==> src/rtl/cpu_ctrl_pkg.sv <==
// cpu_ctrl_pkg: shared definitions for the CPU run controller.
//   state_t      - controller FSM state codes (visible on state_o)
//   halt_cause_t - reason for the most recent halt (visible on halt_cause)
//   *_DEF        - default parameter widths/depth
package cpu_ctrl_pkg;

  localparam int unsigned ADDR_W_DEF = 3;
  localparam int unsigned DATA_W_DEF = 9;
  localparam int unsigned DEPTH_DEF  = 8;
  localparam int unsigned CNT_W_DEF  = 8;

  typedef enum logic [2:0] {
    ST_IDLE = 3'd0,
    ST_LOAD = 3'd1,
    ST_CLR  = 3'd2,
    ST_RUN  = 3'd3,
    ST_STEP = 3'd4,
    ST_HALT = 3'd5
  } state_t;

  typedef enum logic [1:0] {
    HALT_CMD   = 2'b00,
    HALT_BKPT  = 2'b01,
    HALT_LIMIT = 2'b10,
    HALT_STEP  = 2'b11
  } halt_cause_t;

endpackage

==> src/rtl/cpu_clk_gate.sv <==
// cpu_clk_gate: re-times the run enable onto the falling clock edge so that
// an AND-gated CPU clock (clk & o_en) only changes while clk is low.
//   clk   in  controller clock
//   reset in  synchronous active-low reset (clears the enable)
//   i_en  in  run enable computed in the current cycle
//   o_en  out enable held from the falling edge through the next rising edge
module cpu_clk_gate (
  input  logic clk,
  input  logic reset,
  input  logic i_en,
  output logic o_en
);

  logic r_en;

  always_ff @(negedge clk) begin
    if (!reset) r_en <= 1'b0;
    else        r_en <= i_en;
  end

  assign o_en = r_en;

endmodule

==> src/rtl/cpu_run_controller.sv <==
// cpu_run_controller: program loader and run/step/halt sequencer for the
// 3-bit single-cycle CPU.
//   Host side : host_valid/host_ready/host_data/host_last word stream,
//               cmd_load/cmd_run/cmd_step/cmd_halt commands.
//   CPU side  : ram_wr_data/ram_wr_addr/ram_wr_en program write port,
//               cpu_reset (active high), pc_enable gate, pc_i feedback.
//   Debug     : bkpt_valid/bkpt_addr breakpoint, cycle_limit (0 = none),
//               state_o, halt_cause, cycle_count.
//   clk, reset: rising-edge clock, synchronous active-low reset.
// Build option: define CPU_CTRL_BKPT_EN to enable the PC breakpoint; when
// undefined the breakpoint ports are accepted but have no effect.
module cpu_run_controller
  import cpu_ctrl_pkg::*;
#(
  parameter int unsigned ADDR_W = ADDR_W_DEF,
  parameter int unsigned DATA_W = DATA_W_DEF,
  parameter int unsigned DEPTH  = DEPTH_DEF,
  parameter int unsigned CNT_W  = CNT_W_DEF
) (
  input  logic              clk,
  input  logic              reset,
  input  logic              host_valid,
  output logic              host_ready,
  input  logic [DATA_W-1:0] host_data,
  input  logic              host_last,
  input  logic              cmd_load,
  input  logic              cmd_run,
  input  logic              cmd_step,
  input  logic              cmd_halt,
  input  logic [ADDR_W-1:0] pc_i,
  input  logic              bkpt_valid,
  input  logic [ADDR_W-1:0] bkpt_addr,
  input  logic [CNT_W-1:0]  cycle_limit,
  output logic [DATA_W-1:0] ram_wr_data,
  output logic [ADDR_W-1:0] ram_wr_addr,
  output logic              ram_wr_en,
  output logic              cpu_reset,
  output logic              pc_enable,
  output logic [2:0]        state_o,
  output logic [1:0]        halt_cause,
  output logic [CNT_W-1:0]  cycle_count
);

  state_t            r_state;
  state_t            w_next;
  halt_cause_t       r_halt_cause;
  halt_cause_t       w_cause_next;
  logic [ADDR_W-1:0] r_wr_ptr;
  logic [CNT_W-1:0]  r_cycle_count;
  logic              r_resume;
  logic              w_run_en;
  logic              w_wr_en;
  logic              w_ready;
  logic              w_bkpt_hit;
  logic              w_limit_hit;
  logic              w_halt_evt;

`ifdef CPU_CTRL_BKPT_EN
  // The first RUN cycle after a resume ignores the match so a halted
  // breakpoint can be stepped past.
  assign w_bkpt_hit = bkpt_valid && (pc_i == bkpt_addr) && !r_resume;
`else
  logic w_unused_bkpt;
  assign w_bkpt_hit    = 1'b0;
  assign w_unused_bkpt = ^{bkpt_valid, bkpt_addr, pc_i, r_resume};
`endif

  assign w_limit_hit = (cycle_limit != '0) && (r_cycle_count == cycle_limit);
  assign w_halt_evt  = cmd_halt || w_bkpt_hit || w_limit_hit;

  always_comb begin
    w_next       = r_state;
    w_cause_next = r_halt_cause;
    w_run_en     = 1'b0;
    w_wr_en      = 1'b0;
    w_ready      = 1'b0;
    unique case (r_state)
      ST_IDLE, ST_HALT: begin
        if (cmd_load)      w_next = ST_LOAD;
        else if (cmd_run)  w_next = ST_RUN;
        else if (cmd_step) w_next = ST_STEP;
      end
      ST_LOAD: begin
        w_ready = 1'b1;
        if (host_valid) begin
          w_wr_en = 1'b1;
          if (host_last || (r_wr_ptr == ADDR_W'(DEPTH - 1))) w_next = ST_CLR;
        end
      end
      ST_CLR: w_next = ST_IDLE;
      ST_RUN: begin
        if (w_halt_evt) begin
          w_next = ST_HALT;
          if (cmd_halt)        w_cause_next = HALT_CMD;
          else if (w_bkpt_hit) w_cause_next = HALT_BKPT;
          else                 w_cause_next = HALT_LIMIT;
        end else begin
          w_run_en = 1'b1;
        end
      end
      ST_STEP: begin
        w_run_en     = 1'b1;
        w_next       = ST_HALT;
        w_cause_next = HALT_STEP;
      end
      default: w_next = ST_IDLE;
    endcase
  end

  always_ff @(posedge clk) begin
    if (!reset) begin
      r_state       <= ST_IDLE;
      r_halt_cause  <= HALT_CMD;
      r_wr_ptr      <= '0;
      r_cycle_count <= '0;
      r_resume      <= 1'b0;
    end else begin
      r_state      <= w_next;
      r_halt_cause <= w_cause_next;
      r_resume     <= (r_state == ST_HALT) && (w_next == ST_RUN);

      if ((r_state != ST_LOAD) && (w_next == ST_LOAD))
        r_wr_ptr <= '0;
      else if (w_wr_en)
        r_wr_ptr <= (r_wr_ptr == ADDR_W'(DEPTH - 1)) ? '0 : r_wr_ptr + ADDR_W'(1);

      // A run started from IDLE is a fresh run; a resume from HALT keeps the total.
      if ((r_state == ST_IDLE) && ((w_next == ST_RUN) || (w_next == ST_STEP)))
        r_cycle_count <= '0;
      else if (w_run_en && (r_cycle_count != '1))
        r_cycle_count <= r_cycle_count + CNT_W'(1);
    end
  end

  cpu_clk_gate u_clk_gate (
    .clk   (clk),
    .reset (reset),
    .i_en  (w_run_en),
    .o_en  (pc_enable)
  );

  assign host_ready  = w_ready;
  assign ram_wr_en   = w_wr_en;
  assign ram_wr_addr = r_wr_ptr;
  assign ram_wr_data = host_data;
  assign cpu_reset   = ~reset | (r_state == ST_CLR);
  assign state_o     = r_state;
  assign halt_cause  = r_halt_cause;
  assign cycle_count = r_cycle_count;

endmodule

==> config.mk <==
export PLATFORM = sky130hd
export DESIGN_NAME = cpu_run_controller
export DESIGN_NICKNAME = d
export VERILOG_FILES = /design/src/rtl/cpu_ctrl_pkg.sv /design/src/rtl/cpu_clk_gate.sv /design/src/rtl/cpu_run_controller.sv
export SDC_FILE = /design/constraint.sdc
export NUM_CORES = 1
export LEC_CHECK = 0
export ABC_AREA = 0
export BUFFER_PORTS_ARGS = -buffer_cell sky130_fd_sc_hd__buf_2
export CAP_MARGIN = 20
export CORE_MARGIN = 5
export CORE_UTILIZATION = 40
export DETAILED_ROUTE_END_ITERATION = 8
export PLACE_DENSITY = 0.83
export SKIP_LAST_GASP = 1
export SLEW_MARGIN = 20
export SYNTH_ARGS = -nofsm -noshare
export SYNTH_HDL_FRONTEND = slang
export SYNTH_SLANG_ARGS = --single-unit
==> constraint.sdc <==
create_clock -name clk -period 2.5 [get_ports clk]
set_input_delay 0.75 -clock clk [delete_from_list [all_inputs] [get_ports clk]]
set_output_delay 0.75 -clock clk [all_outputs]
set_load 0.01 [all_outputs]
==> Word level (Yosys, flattened, before mapping) <==
Index checks and enable logic that the tools add are counted.
{ "word_totals": {"word_cells": 52, "regBits": 17, "out_inout_bits": 29, "inputBits": 32} }
{ "classes": {"n_addsub": 2, "mux": 16, "n_reduce_logical": 14, "n_bitwise": 2, "eq_ne": 13} }
{ "op_table": {"columns": ["cell", "n"], "rows": [
  ["2-to-1 mux 3 bit", 7],
  ["== test 3 bit (second input constant)", 4],
  ["one-hot mux 3 bit (4 select lines)", 1],
  ["== test 3 x 2 -> 1 bit (second input constant)", 3],
  ["adder 8 x 1 -> 8 bit (second input constant)", 1],
  ["== test 8 bit", 1],
  ["!= test 8 bit (second input constant)", 1],
  ["nonzero test 8 bit", 1],
  ["== test 3 x 1 -> 1 bit (second input constant)", 2],
  ["OR reduction 2 bit", 3],
  ["logical AND 1 bit", 4],
  ["2-to-1 mux 1 bit", 4],
  ["2-to-1 mux 2 bit", 2],
  ["one-hot mux 2 bit (2 select lines)", 1],
  ["adder 3 x 1 -> 3 bit (second input constant)", 1],
  ["logical NOT 3 bit", 1],
  ["logical OR 1 bit", 3],
  ["!= test 3 x 1 -> 1 bit (second input constant)", 1],
  ["!= test 2 bit (second input constant)", 1],
  ["one-hot mux 1 bit (2 select lines)", 1],
  ["AND reduction 2 bit", 1],
  ["nonzero test 2 bit", 1],
  ["NOT 1 bit", 1],
  ["bitwise OR 1 bit", 1]
]} }

==> Logic depth before layout (Yosys ltp) <==
Gate-level depths: netlist of run 1.
{ "logic_depth": {"word_depth": 9, "ltp_mapped": 8, "depth_no_buf": 8} }

==> Hierarchy <==
Synthesis of run 1 repeated with hierarchy kept, for this count alone.
{ "hier_totals": {"hier_cells": 136, "hier_area_um2": 1107.3} }
{ "modules_own_cells": {"columns": ["module", "area_per_inst_um2", "cells_per_inst", "seq_area_each_um2", "n_inst"], "rows": [
  ["cpu_run_controller", 1077.3, 133, 320.3, 1],
  ["cpu_clk_gate", 30.0, 3, 20.0, 1]
]} }

==> metrics, run 1 <==
Layout fillers=262; DR vias=1151; CP required=1.48 ns; Worst Path Arrival=1.75 ns; post-synthesis cell type count=46; Post-synth top flop=dfxtp_1; Area contributors post-synth=dfxtp_1, buf_4, nor2_1; Leakage Power=0.671 nW; Final Setup Violations=2; synth warn=0; area leader, netlist=dfxtp_1; GRT busiest layer=met2; antenna violations before repair=0; TritonCTS buffer count=3; Pwr Density=439 mW/mm2; outcome=complete, but fails checks; P&R area growth vs syn=26.8%; hold crit path type=reg -> reg; Rel. slew slack=0.744; synthesized flop and latch total=17; I/O Pins=61; drt via density=5.40; Post-Syn Area per Cell=8.64 um2; final RePlAce weighted congestion=0.886; crit end category=flop; final worst slack=-0.266 ns; Die Span X=63.8 um; Mapped Area=0.00116 mm2; commonest cells in the netlist=nor2_1, dfxtp_1, buf_4, nand2_1, xnor2_1; htree depth=1; Final Skew=0.0565 ns; post-route core utilization=0.532; pin count of the biggest net entering global routing=13; met3 Usage GRT=0.0368; top-count cell post-synth=nor2_1; Yosys top cell area share=0.294; grt ovf=0; GR Util met1=0.166; Longest Clk Path Bufs=2; first-pass GRT wire length=4530 um; residual DRC count=0; antenna-violating nets left=0; Placement Rows=19; final WL=2670 um; failing checks=negative setup slack; Antenna diodes=0; Slew @ Worst Pin=0.380 ns; CTS tree=done; Sink Count=17; RSZ-0062 raised after global routing=true; average wire per standard cell=12.5 um; Final Net Count=218; cells after synthesis=134; Max Slew Vio Count=0; CP Max Fanout=2; Syn Nets=169; ys async rst share=0; met2 Use GR=0.222; clock-pin slew on the worst setup and hold paths=0.10 ns; Root Driver=clkbuf_4; Pre-antenna DRT Iters=6; Starting Density=0.420; DIE AREA=0.00407 mm2; die extent in y=63.8 um; max cap viols=0; core box area=0.00276 mm2; sequential area share after synthesis=0.294; Port Buffers=35; layout cells sized above 1=0.418; vias in the first global route=1074; critical path class=in -> reg; Post-synth EDFFs=0; Detailed Place HPWL=2220 um; Peak VDD IR=0.251 mV; Starting DRT DRC Count=21; Final Hold Fails=0; startpoint types=primary input; Clk Latency, worst-skew pair=0.34 ns; Total Power=644 uW; Post CTS Setup Buffer Count=0; GRT Total Usage=0.132
## sequential cells by signal, indices dropped and copies added (netlist names)
| name | cells |
|---|---|
| cycle_count | 8 |
| ram_wr_addr | 3 |
| state_o | 3 |
| halt_cause | 2 |
| u_clk_gate.o_en | 1 |
## layout make-up
type	count	area (um2)	area share
clock buffer	3	22.5	0.0153
clock inverter	2	8.76	0.00597
inverter	5	18.8	0.0128
multi-input combinational	99	706	0.481
sequential	17	340	0.232
tap	31	38.8	0.0264
timing repair buffer	56	333	0.227
## critical path, cell delays in order
cell	delay (ns)
buf_2	0.11
xor2_1	0.14
a211o_2	0.34
o31a_4	0.29
nor2_2	0.08
nor2_1	0.05
## layer usage
layer,vias to the layer above,part of all wire,wire length [um]
li1,576,-,-
met1,523,0.45,1190
met2,46,0.47,1260
met3,6,0.074,197
met4,0,0.0090,24
met5,-,0,0
## cell usage in the layout, fill, tap and decap left out, types with 2 or more instances in the layout
cell type	netlist	final
a31oi_1	2	2
inv_1	5	5
xnor2_1	6	6
nor3_1	3	3
dfxtp_1	17	17
ha_1	3	3
a21oi_1	5	5
nand2_1	6	6
o21a_1	3	3
buf_4	9	21
o21ai_0	5	5
buf_2	2	35
and3_2	2	2
o31ai_1	3	3
nor4_1	3	3
o211ai_1	2	2
a211oi_1	2	2
xor2_1	5	5
clkbuf_4	0	3
mux2i_1	4	4
nor2_1	18	17
nand3_1	4	4
## power breakdown
group	total, mW	switching [mW]	internal [mW]
clock	0.150	0.0888	0.0614
sequential	0.291	0.00734	0.284
combinational	0.203	0.116	0.0873
## path summary, 6_finish.rpt
kind	slack, ns	startpoint	depth (start not counted)	to
worst max register to register	-0.05	cycle_count[1]$_SDFFE_PP0P_	5	u_clk_gate.o_en$_SDFF_NN0_
worst max-delay path	-0.27	cycle_limit[1]	6	u_clk_gate.o_en$_SDFF_NN0_
worst min-delay path	0.55	ram_wr_addr[1]$_SDFFE_PP0P_	2	ram_wr_addr[1]$_SDFFE_PP0P_
worst min register to register	0.55	ram_wr_addr[1]$_SDFFE_PP0P_	2	ram_wr_addr[1]$_SDFFE_PP0P_
## through the flow
stage	setup TNS, ns	hold WS, ns	std cells	area (um2)	setup slack (ns)
3_5_place_dp	-0.618	0.534	209	1440	-0.618
6_report	-0.528	0.551	213	1470	-0.266
2_1_floorplan	-0.501	0.539	134	1160	-0.501
5_1_grt	-0.584	0.597	213	1470	-0.306
4_1_cts	-0.548	0.559	213	1470	-0.282
3_3_place_gp	-0.588	0.503	209	1440	-0.588
## what timing repair did
item / CTS / global route
endpoints found under the setup margin: 2 / 2
pin swaps: 1 / 0
gates resized for setup: 0 / 1
hold buffers: 0 / 0
cloned: 0 / 0
## cell families (layout without fill, tap and decap cells)
logic type      after synthesis  after routing  synth area share
simple gates                 49             49             0.242
mux                           4              4            0.0346
compound gates               32             32             0.215
fa+ha+maj                     3              3            0.0324
flops                        17             17             0.294
xor+xnor                     11             11            0.0832
buf+inv                      18             66            0.0984
No activity file was read; power rests on OpenSTA's default activity.
==> inputs of run 2 (changes only) <==
HOLD_SLACK_MARGIN = 0.02   (was default)
clock period = 3.08 ns   (was 2.5 ns; I/O delays follow)
==> metrics, run 2 (same netlist as run 1, synthesis figures left out) <==
Antenna diodes=0; antenna violations before repair=0; CP Max Fanout=1; max cap viols=0; Post CTS Setup Buffer Count=0; I/O Pins=61; startpoint types=flop; Inst Count DP=203; CTS tree=done; clock-pin slew on the worst setup and hold paths=0.11 ns; Worst Path Arrival=2.30 ns; Final Net Count=212; Sink Count=17; drt via density=5.49; Total Power=524 uW; DR vias=1136; hold crit path type=reg -> reg; Leakage Power=0.638 nW; Starting DRT DRC Count=49; final RePlAce weighted congestion=0.820; buffer and inverter count on the worst path=1; grt ovf=0; min-delay src=ram_wr_addr[1]$_SDFFE_PP0P_; Peak VDD IR=0.223 mV; P&R area growth vs syn=22.7%; Final Hold Fails=0; Final Skew=0.0678 ns; Max Slew Vio Count=0; final worst slack=-0.147 ns; Final Setup Violations=2; CP max stage cell=dfxtp_1; Longest Clk Path Bufs=2; DIE AREA=0.00407 mm2; max FFs per register=8; Die Span X=63.8 um; post_cts resized=0; residual DRC count=0; RR Startpoint=cycle_count[1]$_SDFFE_PP0P_; Placement Rows=19; crit end category=primary output; die extent in y=63.8 um; Post-Layout Cell Count=207; CP Launch Point=u_clk_gate.o_en$_SDFF_NN0_; multi-input logic area=703 um2; Root Driver=clkbuf_4; Detailed Place HPWL=2190 um; final setup TNS=-0.278 ns; delay of the slowest cell on the worst path=0.29 ns; storage element area=340 um2; TritonCTS buffer count=3; first-pass GRT wire length=4630 um; r2r setup slk=0.24 ns; RSZ-0062 raised after global routing=true; most common cell after layout, fill and taps aside=buf_2; average wire per standard cell=13.1 um; failing checks=negative setup slack; final WL=2710 um; CP cell instances=buf_2; Starting Density=0.420; Hold Buf Count CTS=0; core box area=0.00276 mm2; CP required=2.16 ns; htree depth=1; antenna-violating nets left=0; Rel. slew slack=0.745; Slew @ Worst Pin=0.379 ns; Pwr Density=369 mW/mm2; Layout fillers=287; CP top delay family=flip-flops; vias in the first global route=1074; Clk Latency, worst-skew pair=0.35 ns; layout cells sized above 1=0.392; most frequent cells in the layout=buf_2, nor2_1, dfxtp_1; Pre-antenna DRT Iters=4; Port Buffers=35; outcome=complete, but fails checks; critical path class=reg -> out; pin count of the biggest net entering global routing=13; GRT Total Usage=0.134
run 2: cell count changes in the layout (fill, tap and decap cells not counted), sizes merged:
| cell | previous run | this run |
|---|---|---|
| buf | 56 | 50 |
run 2: where the power goes:
part           internal, mW  total, mW  leakage, nW  switching [mW]
Sequential            0.230      0.238        0.138         0.00777
Combinational        0.0685      0.160        0.477          0.0918
Clock                0.0499      0.125       0.0230          0.0754
run 2: stage by stage:
step | util | hold slack (ns) | cell area, um2 | setup slack, ns
final | 0.515 | 0.541 | 1420 | -0.147
after global routing | 0.515 | 0.583 | 1420 | -0.194
after CTS | 0.515 | 0.554 | 1420 | -0.163
after detailed placement | 0.505 | 0.525 | 1390 | -0.503
after global placement | 0.505 | 0.502 | 1390 | -0.488
after floorplan | - | 0.539 | 1160 | -0.385
run 2: metal layers:
layer / vias to the layer above / track usage / wire length [um]
li1: 564 / - / -
met1: 522 / 0.179 / 1230
met2: 44 / 0.212 / 1260
met3: 6 / 0.0368 / 200
met4: 0 / 0.0312 / 22
met5: - / 0 / 0
run 2: area by class of cell:
cell class	count	area share
Timing Repair Buffer	50	0.203
Tap cell	31	0.0273
Inverter	5	0.0132
Sequential cell	17	0.240
Clock buffer	3	0.0159
Multi-Input combinational cell	99	0.495
Clock inverter	2	0.00617
run 2: final timing paths:
check,to,cells past startpoint
max reg2reg,u_clk_gate.o_en$_SDFF_NN0_,5
max,pc_enable,1
min reg2reg,ram_wr_addr[1]$_SDFFE_PP0P_,2
min,ram_wr_addr[1]$_SDFFE_PP0P_,2
run 2: tightest hold or removal path, delay by kind of cell, from the launching register on:
kind / cells / cell delay, ns
flip-flops: 1 / 0.37
AND/OR/NAND/NOR: 1 / 0.07
multiplexers: 1 / 0.08
